**config.mk**
```make
export PLATFORM = sky130hd
export DESIGN_NAME = scalable_op_pipe
export DESIGN_NICKNAME = d
export VERILOG_FILES = /design/src/rtl/scalable_pkg.sv /design/src/rtl/scalable_pipe_stage.sv /design/src/rtl/scalable_op_pipe.sv
export SDC_FILE = /design/constraint.sdc
export NUM_CORES = 1
export LEC_CHECK = 0
export ABC_AREA = 1
export BUFFER_PORTS_ARGS = -buffer_cell sky130_fd_sc_hd__buf_2
export CELL_PAD_IN_SITES_DETAIL_PLACEMENT = 0
export CELL_PAD_IN_SITES_GLOBAL_PLACEMENT = 1
export CORE_MARGIN = 10
export CORE_UTILIZATION = 33
export CTS_CLUSTER_SIZE = 40
export DETAILED_ROUTE_END_ITERATION = 7
export MAX_ROUTING_LAYER = met4
export PLACE_DENSITY = 0.76
export SLEW_MARGIN = 15
export SYNTH_ARGS = -nofsm -noshare
export SYNTH_HDL_FRONTEND = slang
export SYNTH_SLANG_ARGS = --single-unit
```
**constraint.sdc**
```tcl
create_clock -name clk -period 1.59 [get_ports clk]
set_clock_uncertainty 0.1 [all_clocks]
set_input_delay 0.318 -clock clk [delete_from_list [all_inputs] [get_ports clk]]
set_output_delay 0.318 -clock clk [all_outputs]
set_load 0.02 [all_outputs]
```
**src/rtl/scalable_pkg.sv**
```systemverilog
// Shared types and defaults for the scalable operator pipeline.
// Holds the operation enum and the default width/depth constants.
package scalable_pkg;

  typedef enum logic [1:0] {
    OP_AND = 2'd0,
    OP_OR  = 2'd1,
    OP_ADD = 2'd2,
    OP_SEL = 2'd3
  } op_mode_e;

  localparam int DEF_WIDTH  = 5;
  localparam int DEF_STAGES = 2;

endpackage

```
**src/rtl/scalable_pipe_stage.sv**
```systemverilog
// One elastic pipeline register: valid bit plus W-bit payload.
// Ports: clk, rst, prev_valid/prev_data (upstream), next_ready, valid/data.
module scalable_pipe_stage #(
  parameter int W = 6
) (
  input  logic         clk,
  input  logic         rst,
  input  logic         prev_valid,
  input  logic [W-1:0] prev_data,
  input  logic         next_ready,
  output logic         valid,
  output logic [W-1:0] data
);

  logic load;

  // Load when empty or when the current beat leaves this cycle.
  assign load = !valid || next_ready;

  always_ff @(posedge clk) begin
    if (rst) begin
      valid <= 1'b0;
      data  <= '0;
    end else if (load) begin
      valid <= prev_valid;
      if (prev_valid) begin
        data <= prev_data;
      end
    end
  end

endmodule

```
**src/rtl/scalable_op_pipe.sv**
```systemverilog
// Elastic STAGES-deep pipeline applying AND/OR/ADD/SEL to operands.
// Ports: clk, rst, in_* (valid/ready/mode/operands), out_* (valid/ready/result/carry), res_count.
module scalable_op_pipe
  import scalable_pkg::*;
#(
  parameter int WIDTH  = DEF_WIDTH,
  parameter int STAGES = DEF_STAGES,
  parameter int CNT_W  = 16
) (
  input  logic             clk,
  input  logic             rst,
  input  logic             in_valid,
  output logic             in_ready,
  input  logic [1:0]       in_mode,
  input  logic [WIDTH-1:0] in_0,
  input  logic [WIDTH-1:0] in_1,
  input  logic [WIDTH-1:0] in_2,
  output logic             out_valid,
  input  logic             out_ready,
  output logic [WIDTH-1:0] out_0,
  output logic             out_carry,
  output logic [CNT_W-1:0] res_count
);

  logic [STAGES:0] vld;
  logic [STAGES-1:0] rdy;
  logic [WIDTH:0] dat [STAGES+1];
  logic [WIDTH:0] sum;
  logic [WIDTH:0] res;
  op_mode_e mode;

  assign mode = op_mode_e'(in_mode);
  assign sum  = {1'b0, in_0} + {1'b0, in_1};

  // Bit WIDTH of res is the carry; it is zero for the logic ops.
  always_comb begin
    res = '0;
    unique case (1'b1)
      mode == OP_AND: res = {1'b0, in_0 & in_1};
      mode == OP_OR:  res = {1'b0, in_0 | in_1};
      mode == OP_ADD: res = sum;
      mode == OP_SEL: res = (in_2 == '0) ? sum : {1'b0, in_1 & in_2};
      default:        res = '0;
    endcase
  end

  assign vld[0] = in_valid;
  assign dat[0] = res;

  // Stage k can load if any stage at or after it is empty, or the
  // output drains. Derived from registered valids only, so no loop.
  always_comb begin
    logic acc;
    acc = out_ready;
    for (int k = STAGES - 1; k >= 0; k--) begin
      acc    = acc | ~vld[k+1];
      rdy[k] = acc;
    end
  end

  genvar i;
  generate
    for (i = 0; i < STAGES; i++) begin : g_stage
      logic nxt;
      if (i == STAGES - 1) begin : g_last
        assign nxt = out_ready;
      end else begin : g_mid
        assign nxt = rdy[i+1];
      end
      scalable_pipe_stage #(
        .W(WIDTH + 1)
      ) u_stage (
        .clk       (clk),
        .rst       (rst),
        .prev_valid(vld[i]),
        .prev_data (dat[i]),
        .next_ready(nxt),
        .valid     (vld[i+1]),
        .data      (dat[i+1])
      );
    end
  endgenerate

  assign in_ready  = rdy[0];
  assign out_valid = vld[STAGES];
  assign out_0     = dat[STAGES][WIDTH-1:0];
  assign out_carry = dat[STAGES][WIDTH];

  always_ff @(posedge clk) begin
    if (rst) begin
      res_count <= '0;
    end else if (out_valid && out_ready) begin
      res_count <= res_count + 1'b1;
    end
  end

endmodule

```
==> results.md <==
- After synthesis, the share of flip-flops with an asynchronous set or reset is 0%.
- At the end of the flow, the number of nets in the layout was 384.
- Summed over all instances, the cell type with the most area after synthesis is sky130_fd_sc_hd__dfxtp_1.
- The worst setup path is launched from a flip-flop.
- The post-detailed-placement half-perimeter wirelength is 4170 um.
- The endpoint type of the worst setup path is an output port.
- The first-pass iteration count of the detailed router is 4.
- Counting the fill cells in the layout gives 636.
- Data on the critical path is required at its endpoint by 1170 ps.
- In this run the core area contains 27 standard-cell rows.
- The signal on the critical path passes through nand3_1 > buf_2.
- Input and output buffers added on the ports amount to 44.
- The share of layout cells above drive strength 1 is 23.6%.
- The power dissipated by switching net loads is 0.458 mW.
- After synthesis the netlist holds a flip-flop and latch count of 30.
- The pin count of the biggest net entering global routing is 17.
- The count of distinct cell types in the synthesized netlist is 26.
- The dominant cell by count in the synthesized netlist is sky130_fd_sc_hd__nand2_1.
- The final critical delay including setup and external delays is 1500 ps.
- The via count of the first global-routing pass is 1902.
- The worst max-slew margin expressed relative to the limit is 75.2%.
- The clock net in this run drives a total of 30 sinks.
- In the final routed layout, each cell accounts on average for 11.8 um.
- The hold violation total from the final report came to 0.
- 0 antenna diodes ended up in the layout.
- The maximum operating frequency is 668 MHz.
- Sorting the synthesized cells by area gives the leading types as sky130_fd_sc_hd__dfxtp_1, sky130_fd_sc_hd__nand2_1, sky130_fd_sc_hd__inv_1.
- The relative contribution of sequential cells to total power is 48.1%.
- Data on the critical path arrives at its endpoint at 1080 ps.
- The slowest stage of the critical path is the sky130_fd_sc_hd__dfxtp_1 cell.
- The number of synthesis warnings is 0.
- The proportion of total power due to net switching is 27.7%.
- The H-tree generated during clock tree synthesis spans 2 levels.
- Using the TritonRoute via totals, the vias-per-cell ratio works out to 4.61.
- In this run the worst path has a maximum fanout of 5.
- The static power due to leakage is 1.13 nW.
- The kind of path behind the tightest hold check is input port to flip-flop.
- The global-route usage over all layers is 12.0%.
- After global routing the overflow that remains totals 0.
- In this run the remaining antenna-violating nets after routing total 0.
- The final weighted congestion in routability-driven placement is 0.782.
- The height of the die is 96.1 um.
- The final critical path takes up 94.1% of the cycle.
- The TritonCTS clock tree is done.
- The total of max-cap violations is 0.
- The run finished with clean final reports.
- The register area share after synthesis is 31.4%.
- From left edge to right edge, the die measures 96.1 um.
- The summed instance area of the synthesized netlist is 1910 um^2.
- The first-pass GRT wire length is 8630 um.
- The final standard cell count with taps included and fillers excluded is 423.
- The power per cell area is 702 nW/um^2.
- The final hold slack is 272 ps.
- Clock tree synthesis inserted a total of 5 buffers.
- The number of nets handed over by synthesis was 327.
- In this design, the largest share of critical-path delay is due to flip-flops.
- The later pin in the worst-skew pair is clocked with a latency of 280 ps.
- The post-detailed-route DRC marker count is 0.
- The total placed cells including tap cells is 416.
- After clock tree synthesis, the clock-pin slew on the worst setup and hold paths is 60 ps.
- The starting density of the core is 34.3%.
- 45 I/O pins were placed.
- For this design, the CTS-stage hold fixing added 0 buffers.
- The routed design has 5000 um of wire.
- The count of routing violations after the opening detailed-route iteration is 55.
- The number of instances in the synthesized netlist is 294.
- Setup repair after global routing left no endpoint under its margin.
- The number of vias in the routed layout is 1950.
- The longest clock path from root to sink contains 2 buffers.
- The synthesized design contains 0 enable-type register cells.
- Setup violations remaining at the end of the flow were counted as 0.
- The core region is 5570 um^2.
- The area of the die is 9240 um^2.
- The worst voltage drop across the vdd grid is 0.329 mV.
- Each instance of the synthesized netlist takes up on average 6.51 um^2.
- In the synthesized netlist, the cells that appear most often are sky130_fd_sc_hd__nand2_1, sky130_fd_sc_hd__inv_1, sky130_fd_sc_hd__nor2_1.
- The clock network fraction of total power is 34.4%.
- The number of buffers and inverters on the critical path is 1.
- Summed over its instances, the top area cell type makes up 31.4% of the synthesized netlist area.
- Combinational logic is responsible for 17.5% of the overall power.
- For the pin with the worst max-slew slack, the measured transition is 371 ps.
- The most frequently used flop master after synthesis is sky130_fd_sc_hd__dfxtp_1.
- The type of the worst setup path is flip-flop to output port.
- The internal power is 1.20 mW.
- The cell at the root of the clock tree is sky130_fd_sc_hd__clkbuf_8.
- The final count of pins violating max slew is 0.
- The layout-stage area growth over the synthesis result is 23.2%.
- The number of antenna violations at the first check in global routing is 0.
- The largest stage delay on the critical path is 410 ps.
[cell type report]
type	count	area, um^2	share of cell area [%]
repair buffers	58	325	13.8
inverters	46	173	7.33
clock buffers	7	76.3	3.24
well taps	72	90.1	3.82
multi-input cells	210	1090	46.3
flip-flops and latches	30	601	25.5
[worst paths after layout]
path | startpoint | slack [ps] | cells after the start | end
worst max-delay path | g_stage[1].u_stage.valid | 90 | 2 | in_ready
worst min-delay path | rst | 270 | 3 | res_count[13]
worst max register to register | res_count[0] | 160 | 8 | res_count[14]
worst min register to register | g_stage[1].u_stage.data[5] | 390 | 2 | g_stage[1].u_stage.data[5]
[worst reg2reg max path, delay by kind of cell, from the launching register on]
family                     cells  cell delay (ps)
adders and majority gates      1              150
DFF                            1              340
and+or+nand+nor                7              730
[power by group through the flow]
stage	Combinational, mW	Sequential, mW	Clock [mW]
after floorplan	0.190	0.816	0
after global placement	0.289	0.812	0
after detailed placement	0.292	0.812	0
after CTS	0.293	0.796	0.593
after global routing	0.338	0.799	0.627
final	0.289	0.795	0.569
[flip-flops by register name, indices dropped and copies added (netlist names)]
signal,count
g_stage.u_stage.data,12
g_stage.u_stage.valid,2
res_count,16
[through the flow]
stage | total power [mW] | instance area (um^2) | setup slack (ps) | util (%) | setup TNS [ps]
final | 1.65 | 2360 | 93.4 | 42.3 | 0
after global routing | 1.76 | 2360 | 18.9 | 42.3 | 0
after CTS | 1.68 | 2350 | 88.3 | 42.2 | 0
after detailed placement | 1.10 | 2280 | -178 | 40.9 | -459
after global placement | 1.10 | 2280 | -170 | 40.9 | -420
after floorplan | 1.01 | 1910 | 2.19 | - | 0
[cells by family (layout without fill, tap and decap cells)]
| group | after synthesis | after routing | share of synthesized area [%] |
|---|---|---|---|
| AND/OR/NAND/NOR | 139 | 139 | 31.7 |
| adder cells (fa/ha/maj) | 12 | 12 | 8.24 |
| AO/OA/AOI/OAI | 56 | 56 | 15.6 |
| XOR/XNOR | 3 | 3 | 1.37 |
| flip-flops | 30 | 30 | 31.4 |
| buffers and inverters | 54 | 111 | 11.7 |
[per-layer routing]
layer / vias up / GRT usage [%] / share of wire (%)
met5: - / - / 0
met4: 0 / 4.79 / 1.3
met3: 6 / 3.35 / 5.4
met2: 34 / 18.6 / 46
met1: 868 / 14.3 / 47
li1: 1042 / - / -
[timing repair]
| item | CTS | global route |
|---|---|---|
| setup buffers | 0 | 0 |
| setup endpoints to repair | 0 | 1 |
| hold endpoints to repair | 0 | 0 |
| gates resized for setup | 0 | 1 |
[layout by cell type, fill, tap and decap left out]
master                     synthesis  routed
sky130_fd_sc_hd__xnor2_1           2       2
sky130_fd_sc_hd__a211oi_1          1       1
sky130_fd_sc_hd__clkbuf_1          0       2
sky130_fd_sc_hd__nand3_1          17      17
sky130_fd_sc_hd__ha_1             11      11
sky130_fd_sc_hd__fa_2              0       1
sky130_fd_sc_hd__nor2_2            7       7
sky130_fd_sc_hd__inv_1            45      45
sky130_fd_sc_hd__o21ai_0          21      21
sky130_fd_sc_hd__nor2_1           36      36
sky130_fd_sc_hd__nand4_1           5       5
sky130_fd_sc_hd__a21oi_2           2       2
sky130_fd_sc_hd__nor3_2            1       1
sky130_fd_sc_hd__clkbuf_8          0       5
sky130_fd_sc_hd__buf_4             5      14
sky130_fd_sc_hd__inv_2             1       1
sky130_fd_sc_hd__o211ai_1          2       2
sky130_fd_sc_hd__o21a_1            1       1
sky130_fd_sc_hd__nand2_1          63      63
sky130_fd_sc_hd__buf_2             2      44
sky130_fd_sc_hd__nor2_4            1       1
sky130_fd_sc_hd__a21oi_1          23      23
sky130_fd_sc_hd__o21ai_1           6       6
sky130_fd_sc_hd__nand2_2           7       7
sky130_fd_sc_hd__xor2_1            1       1
sky130_fd_sc_hd__nor3_1            2       2
sky130_fd_sc_hd__dfxtp_1          30      30
(Power assumes the default switching activity.)
